`src/rtl/p2s_pkg.sv`:
```
// Shared definitions for the p2s_serializer block: FSM state encoding and
// the frame-length contribution of the optional parity slot.
// Configuration macro: P2S_SERIALIZER_PARITY_EN (adds one even-parity bit per frame).
package p2s_pkg;

  localparam logic [1:0] ST_IDLE  = 2'd0;
  localparam logic [1:0] ST_SHIFT = 2'd1;
  localparam logic [1:0] ST_LATCH = 2'd2;

`ifdef P2S_SERIALIZER_PARITY_EN
  localparam int PARITY_BITS = 1;
`else
  localparam int PARITY_BITS = 0;
`endif

endpackage

```
`src/rtl/p2s_serializer_if.sv`:
```
// Load handshake plus serial-side signals of the p2s_serializer.
// Ports: p_in/p_valid/bit_en driven by the producer (master);
//        p_ready/s_out/latch/busy driven by the serializer (slave).
interface p2s_serializer_if #(
  parameter int WIDTH = 16
);
  logic [WIDTH-1:0] p_in;
  logic             p_valid;
  logic             p_ready;
  logic             bit_en;
  logic             s_out;
  logic             latch;
  logic             busy;

  modport master (
    output p_in, p_valid, bit_en,
    input  p_ready, s_out, latch, busy
  );

  modport slave (
    input  p_in, p_valid, bit_en,
    output p_ready, s_out, latch, busy
  );
endinterface

```
`src/rtl/p2s_bit_counter.sv`:
```
// Saturating bit counter for the serializer: counts driven frame bits.
// Ports: clk/rst (async active-high), clr (restart at 0), en (count one bit),
//        tc (high once N bits have been counted; counter then holds).
module p2s_bit_counter #(
  parameter int N  = 16,
  parameter int CW = $clog2(N + 2)
) (
  input  logic clk,
  input  logic rst,
  input  logic clr,
  input  logic en,
  output logic tc
);

  logic [CW-1:0] cnt;

  assign tc = (cnt == CW'(N));

  // Holding at N keeps the counter from ever wrapping even if en stays high.
  always_ff @(posedge clk or posedge rst) begin
    if (rst) begin
      cnt <= '0;
    end else if (clr) begin
      cnt <= '0;
    end else if (en && !tc) begin
      cnt <= cnt + CW'(1);
    end
  end

endmodule

```
`src/rtl/p2s_serializer.sv`:
```
// Parallel-to-serial shifter with valid/ready load, bit-rate enable,
// selectable bit order and a one-clock latch strobe after each frame.
// Ports: clk, rst (async active-high, aborts a frame), bus (slave modport:
//        p_in/p_valid/p_ready load side, bit_en/s_out/latch/busy serial side).
// Configuration macro: P2S_SERIALIZER_PARITY_EN appends an even-parity bit.
module p2s_serializer
  import p2s_pkg::*;
#(
  parameter int WIDTH     = 16,
  parameter bit LSB_FIRST = 1'b1
) (
  input  logic              clk,
  input  logic              rst,
  p2s_serializer_if.slave   bus
);

  localparam int FRAME = WIDTH + PARITY_BITS;
  localparam int CW    = $clog2(WIDTH + 2);

  logic [1:0]       state;
  logic [1:0]       state_nxt;
  logic [FRAME-1:0] shreg;
  logic [FRAME-1:0] load_word;
  logic             s_out_q;
  logic             load;
  logic             shift;
  logic             tc;

  // The parity bit rides in the shift register as the last slot, so the
  // datapath needs no separate mux on the bit count.
`ifdef P2S_SERIALIZER_PARITY_EN
  assign load_word = LSB_FIRST ? {^bus.p_in, bus.p_in} : {bus.p_in, ^bus.p_in};
`else
  assign load_word = bus.p_in;
`endif

  assign load  = (state == ST_IDLE) && bus.p_valid;
  assign shift = (state == ST_SHIFT) && bus.bit_en && !tc;

  p2s_bit_counter #(
    .N  (FRAME),
    .CW (CW)
  ) u_bit_counter (
    .clk (clk),
    .rst (rst),
    .clr (load),
    .en  (shift),
    .tc  (tc)
  );

  always_ff @(posedge clk or posedge rst) begin
    if (rst) begin
      state <= ST_IDLE;
    end else begin
      state <= state_nxt;
    end
  end

  // The frame ends on the first bit_en edge after the last bit was driven,
  // so the last bit stays on s_out for a full bit period.
  always_comb begin
    state_nxt = state;
    case (state)
      ST_IDLE:  if (bus.p_valid)           state_nxt = ST_SHIFT;
      ST_SHIFT: if (bus.bit_en && tc)      state_nxt = ST_LATCH;
      ST_LATCH:                            state_nxt = ST_IDLE;
      default:                             state_nxt = ST_IDLE;
    endcase
  end

  always_comb begin
    bus.p_ready = (state == ST_IDLE);
    bus.busy    = (state != ST_IDLE);
    bus.latch   = (state == ST_LATCH);
  end

  always_ff @(posedge clk or posedge rst) begin
    if (rst) begin
      shreg   <= '0;
      s_out_q <= 1'b0;
    end else if (load) begin
      shreg <= load_word;
    end else if (shift) begin
      if (LSB_FIRST) begin
        s_out_q <= shreg[0];
        shreg   <= {1'b0, shreg[FRAME-1:1]};
      end else begin
        s_out_q <= shreg[FRAME-1];
        shreg   <= {shreg[FRAME-2:0], 1'b0};
      end
    end
  end

  assign bus.s_out = s_out_q;

endmodule
```
`src/flat_wrapper.sv`:
```
// flat-port wrapper written by rule: the top's interface ports become plain ports
module p2s_serializer_flat import p2s_pkg::*;
#(
  parameter int WIDTH     = 16,
  parameter bit LSB_FIRST = 1'b1
)
  (clk, rst, bus_p_in, bus_p_valid, bus_bit_en, bus_p_ready, bus_s_out, bus_latch, bus_busy);
  p2s_serializer_if #(.WIDTH(WIDTH)) bus_i ();
  input  logic clk;
  input  logic rst;
  input wire logic [$bits(bus_i.p_in)-1:0] bus_p_in;
  input wire logic [$bits(bus_i.p_valid)-1:0] bus_p_valid;
  input wire logic [$bits(bus_i.bit_en)-1:0] bus_bit_en;
  output wire logic [$bits(bus_i.p_ready)-1:0] bus_p_ready;
  output wire logic [$bits(bus_i.s_out)-1:0] bus_s_out;
  output wire logic [$bits(bus_i.latch)-1:0] bus_latch;
  output wire logic [$bits(bus_i.busy)-1:0] bus_busy;
  assign bus_i.p_in = bus_p_in;
  assign bus_i.p_valid = bus_p_valid;
  assign bus_i.bit_en = bus_bit_en;
  assign bus_p_ready = bus_i.p_ready;
  assign bus_s_out = bus_i.s_out;
  assign bus_latch = bus_i.latch;
  assign bus_busy = bus_i.busy;
  p2s_serializer #(.WIDTH(WIDTH), .LSB_FIRST(LSB_FIRST)) u_core (.clk(clk), .rst(rst), .bus(bus_i));
endmodule
```
`config.mk`:
```
export PLATFORM = sky130hd
export DESIGN_NAME = p2s_serializer_flat
export DESIGN_NICKNAME = d
export VERILOG_FILES = /design/src/rtl/p2s_pkg.sv /design/src/rtl/p2s_serializer_if.sv /design/src/rtl/p2s_bit_counter.sv /design/src/rtl/p2s_serializer.sv /design/src/flat_wrapper.sv
export SDC_FILE = /design/constraint.sdc
export NUM_CORES = 1
export LEC_CHECK = 0
export ABC_AREA = 1
export BUFFER_PORTS_ARGS = -buffer_cell sky130_fd_sc_hd__buf_2
export CAP_MARGIN = 20
export CORE_MARGIN = 4
export CORE_UTILIZATION = 40
export CTS_CLUSTER_SIZE = 20
export DETAILED_ROUTE_END_ITERATION = 10
export RECOVER_POWER = 25
export SLEW_MARGIN = 15
export SYNTH_ARGS = -nofsm -noshare
export SYNTH_HDL_FRONTEND = slang
export SYNTH_HIERARCHICAL = 1
export SYNTH_SLANG_ARGS = --single-unit
```
`constraint.sdc`:
```
create_clock -name clk -period 2.3 [get_ports clk]
set_input_delay 0.46 -clock clk [delete_from_list [all_inputs] [get_ports clk]]
set_output_delay 0.46 -clock clk [all_outputs]
set_load 0.05 [all_outputs]
```
Yosys cells after proc, flatten, opt, wreduce, memory -nomap -nowiden
Index checks and enable logic that the tools add are counted.
{"block": "word_totals", "regBits": 24, "input_bits": 20, "wordCells": 30}
{"block": "classes", "add_sub_neg": 1, "n_eq_ne": 5, "n_mux": 7, "bitwise_logic": 1, "reduce_logical": 12}
{"cell": "$mux W16", "n": 2}
{"cell": "$mux W5", "n": 2}
{"cell": "$reduce_bool A2 Y1", "n": 3}
{"cell": "$add A5 B1 Y5 const B", "n": 1}
{"cell": "$eq A5 B5 Y1 const B", "n": 1}
{"cell": "$logic_and A1 B1 Y1", "n": 5}
{"cell": "$mux W2", "n": 2}
{"cell": "$ne A2 B2 Y1 const B", "n": 2}
{"cell": "$pmux W2 S2", "n": 1}
{"cell": "$reduce_and A2 Y1", "n": 2}
{"cell": "$eq A2 B1 Y1 const B", "n": 1}
{"cell": "$eq A2 B2 Y1 const B", "n": 1}
{"cell": "$logic_not A2 Y1", "n": 1}
{"cell": "$logic_not A1 Y1", "n": 1}
{"cell": "$not A1 Y1", "n": 1}

Longest topological paths before layout
{"block": "logic_depth", "ltp_word": 6, "mapped_depth": 13, "mapped_depth_nobuf": 13}

By module
The synthesis kept the hierarchy.
{"module": "p2s_serializer", "instances": 1, "cells_each": 107, "area_per_inst_um2": 1027.2, "seq_area_each_um2": 475.5}
{"module": "p2s_bit_counter", "instances": 1, "cells_each": 41, "area_per_inst_um2": 340.3, "seq_area_each_um2": 125.1}

Worst setup path after synthesis
Ideal clock, no wire load.
{"block": "synth_path", "path_type": "register to output", "start": "register u_core.state[1]", "end": "output bus_busy", "t_arrival_ns": 1.359, "t_required_ns": 1.840, "setup_slack_ns": 0.481, "stages_incl_launch_ff": 3, "n_path_buf": 0, "path_cell_list": "dfrtp_1 > nor2_2 > inv_1"}
{"block": "synth_via", "elab_chain_len": 1}
{"element": "start, declared", "line_no": "p2s_serializer.sv:20", "rtl": "logic [1:0] state;"}
{"element": "start signal, assigned", "line_no": "p2s_serializer.sv:55", "rtl": "state <= state_nxt;"}
{"element": "$reduce_bool A2 Y1", "line_no": "p2s_serializer.sv:73", "rtl": "bus.busy = (state != ST_IDLE);"}
{"element": "end, declared", "line_no": "flat_wrapper.sv:17", "rtl": "output wire logic [$bits(bus_i.busy)-1:0] bus_busy;"}
No other way between the ends.

Worst setup path in the final report
{"block": "layout_path", "start": "register u_core.u_bit_counter.cnt[0]", "end": "register u_core.u_bit_counter.cnt[4]"}
{"block": "layout_via", "elab_chain_len": 5, "word_cells_on_any_way": 8}
{"element": "start, declared", "line_no": "p2s_bit_counter.sv:15", "rtl": "logic [CW-1:0] cnt;"}
{"element": "start signal, assigned", "line_no": "p2s_bit_counter.sv:26", "rtl": "cnt <= cnt + CW'(1);"}
{"element": "$eq A5 B5 Y1", "line_no": "p2s_bit_counter.sv:17", "rtl": "assign tc = (cnt == CW'(N));"}
{"element": "net u_core.tc", "line_no": "p2s_serializer.sv:27", "rtl": "logic tc;"}
{"element": "$logic_not A1 Y1", "line_no": "p2s_serializer.sv:38", "rtl": "assign shift = (state == ST_SHIFT) && bus.bit_en && !tc;"}
{"element": "$logic_and A1 B1 Y1", "line_no": "p2s_serializer.sv:38"}
{"element": "net u_core.shift", "line_no": "p2s_serializer.sv:26", "rtl": "logic shift;"}
{"element": "$logic_and A1 B1 Y1", "line_no": "p2s_bit_counter.sv:25", "rtl": "end else if (en && !tc) begin"}
{"element": "$reduce_bool A2 Y1 (no source line)"}
The timed path passes the listed nets, and every way through them passes these cells. The select of a mux whose other input is x is not followed.
A chain may end at the register's enable or synchronous reset.

==> impl_results.md <==
* Syn_area_per_cell at slightly above 9 sq um
* Via count at roughly 1.1k
* Vias in the first global route at ~1.1k
* Die X at approximately 66 microns
* Vias/cell at 5.009
* Clk buf depth at 2
* CP endpoint kind: register
* Pre-antenna DRT Iters at 4
* Wirelength per Cell at approximately 13 microns
* Kind of critical path: reg -> reg
* Crit path buffers/inverters at 4
* Post-CTS sizing at 0
* # DRC at 0
* Fraction of layout cells with a size suffix above 1 at 34.50%
* Clk_lat worst skew at 0.31 ns
* Fin Setup TNS at 0 ns
* Status: complete, no violations
* Max Slew Vio Count at 0
* Initial antenna violation count at 0
* Syn Nets at 170
* Post-Layout Cell Count at between 200 and 250
* Post-route ant nets at 0
* F_max at 501.8 MHz
* Cell variety after synth at 22
* Crit path launch type: register
* Yosys reg bits at 24
* Worst Path Required at 2.52 ns
* All-Layer GR Usage at 13.80%
* Max Cap Viol at 0
* Mapped Area at 1368 sq um
* CTS sink count at 24
* CORE AREA at 3153 sq um
* Fin Clk Skew at 0.005103 ns
* Most common cell after layout, fill and taps aside: nand3_1
* Slowest cell on the critical path: dfrtp_1
* Min-Delay Path Class: in -> async
* Final setup vio count at 0
* Pre-CTS setup slack at 0.3075 ns
* # hold bufs at CTS at 0
* Initial DRC count at 38
* Placed insts at 212
* Total CTS buffers at 3
* Worst path cell trace: inv_1 -> ha_1 -> nand2_1 -> inv_1 -> nand2_4 -> inv_1 -> nor2_4 -> nand2_4 -> inv_1 -> nand4_1 -> o21ai_0 -> nor2_1
* LEAKAGE at 0.7997 nW
* Setup repair bufs after CTS at 0
* Detailed placer's ending HPWL at 1945 microns
* Slew HR at between 40% and 50%
* H-tree depth at 1
* RSZ-0062 raised after global routing: no
* Clk slew on worst S/H paths at approximately 0.13 ns
* GPL Wtd Cong at 0.7980
* PortBufs at 23
* Mapped Cells at 148
* Die area at about 4400 sq um
* Final critical-path required period at 1.993 ns
* First-pass GRT wire length at around 4700 microns
* Yosys warning count at 6
* Most frequent cells in the layout: nand3_1 (32), nand2_1 (25), dfrtp_1 (24)
* Nets@finish at 195
* Antenna cell count at 0
* Total power at 0.001603 W
* Worst-case vdd ir drop at about 0.00044 V
* Power density over the cells at 1057 nW/um^2
* GRT Residual Overflow at 0
* CP max stage delay at 0.42 ns
* Row count at 20
* IO Count at 24
* Layout overhead on the synthesized area at 10.89%
* Die Y at 66.47 microns
* Crit-path max FO at 18
* Final worst slack at between 0.3 and 0.4 ns
* Tcrit/Tclk final at between 80 and 90%
* Most used cell, CP: inv_1
* Seq/Total Area, Yosys at 43.92%
* Root buf cell: clkbuf_4
* CP arrival at about 2.2 ns
* Top Family by Delay on Critical Path: simple AND/OR/NAND/NOR gates
* CTS tree: done
* Largest net degree at the start of global routing at 20
* Worst Tran Pin Value at 0.7560 ns
* WL final at ~2700 microns
* Initial Util at 43.37%
* Final hold vios at 0
## flip-flops by register name, indices dropped and copies added, names as in the netlist
name                      cells
u_core/bus.s_out              1
u_core/state                  2
u_core/u_bit_counter/cnt      5
u_core/shreg                 16
## kinds of logic (layout without fill, tap and decap cells)
family,after synthesis,after routing,synth area share (%)
AOI/OAI and AO/OA,4,4,2.013
xor gates and xnor gates,1,1,0.6406
adders and majority gates,2,2,1.830
buffers and inverters,22,45,9.240
DFF,24,24,43.92
and+or+nand+nor,95,95,42.36
## layout make-up
type	count	area, sq um
fillers	338	1637
multi-input cells	102	640.6
flip-flops and latches	24	600.6
repair buffers	25	128.9
inverters	17	68.82
well taps	44	55.05
clock buffers	3	22.52
## where the power goes
part / switching [W] / internal (W) / total, W
registers: 0.000122 / 0.000580 / 0.000702
clock network: 0.000122 / 0.0000612 / 0.000183
logic: 0.000464 / 0.000253 / 0.000717
total: 0.000709 / 0.000894 / 0.00160
## through the flow
stage                     hold WS, ns  instance area (sq um)  util (%)
after global routing          0.02786                   1516     48.10
after floorplan                0.2385                   1368         -
after detailed placement       0.3860                   1495     47.42
after global placement         0.3805                   1495     47.42
final                         0.01906                   1516     48.10
after CTS                     0.02601                   1518     48.13
## worst paths after layout
kind	start	to	slack, ns	cells past startpoint
min in group clk	bus_p_in[15]	u_core/shreg[15]$_DFFE_PP0P_	0.34	3
max in group asynchronous	rst	u_core/shreg[10]$_DFFE_PP0P_	1.58	2
worst max register to register	u_core/u_bit_counter/cnt[0]$_DFFE_PP0P_	u_core/u_bit_counter/cnt[4]$_DFFE_PP0P_	0.31	12
worst min register to register	u_core/shreg[0]$_DFFE_PP0P_	u_core/bus.s_out$_DFFE_PP0P_	0.51	2
worst max-delay path	u_core/u_bit_counter/cnt[0]$_DFFE_PP0P_	u_core/u_bit_counter/cnt[4]$_DFFE_PP0P_	0.31	12
worst min-delay path	rst	u_core/u_bit_counter/cnt[4]$_DFFE_PP0P_	0.02	2
## worst reg2reg max path, cell delays in order (launching register included)
cell	delay, ns
dfrtp_1	0.42
inv_1	0.10
ha_1	0.21
nand2_1	0.06
inv_1	0.06
nand2_4	0.08
inv_1	0.08
nor2_4	0.13
nand2_4	0.17
inv_1	0.24
nand4_1	0.14
o21ai_0	0.16
nor2_1	0.05
## cell usage after synthesis, drive strengths merged
master  count  area (sq um)
nor2        7         46.29
dfrtp      24         600.6
nand2      33         168.9
nand3      48         320.3
ha          2         25.02
inv        16         65.06
o21ai       4         27.53
nor4        1         6.260
buf         5         57.55
nand4       6         37.54
xor2        1         8.760
clkinv      1         3.750
## routing by layer
| metal | up-vias | track usage [%] | part of all wire [%] |
|---|---|---|---|
| met1 | 498 | 17.35 | 48 |
| met4 | 0 | 3.807 | 0.66 |
| met3 | 2 | 5.565 | 6.5 |
| met2 | 30 | 21.81 | 44 |
| met5 | - | 0 | 0 |
| li1 | 547 | - | - |
No activity file was read; power rests on OpenSTA's default activity.
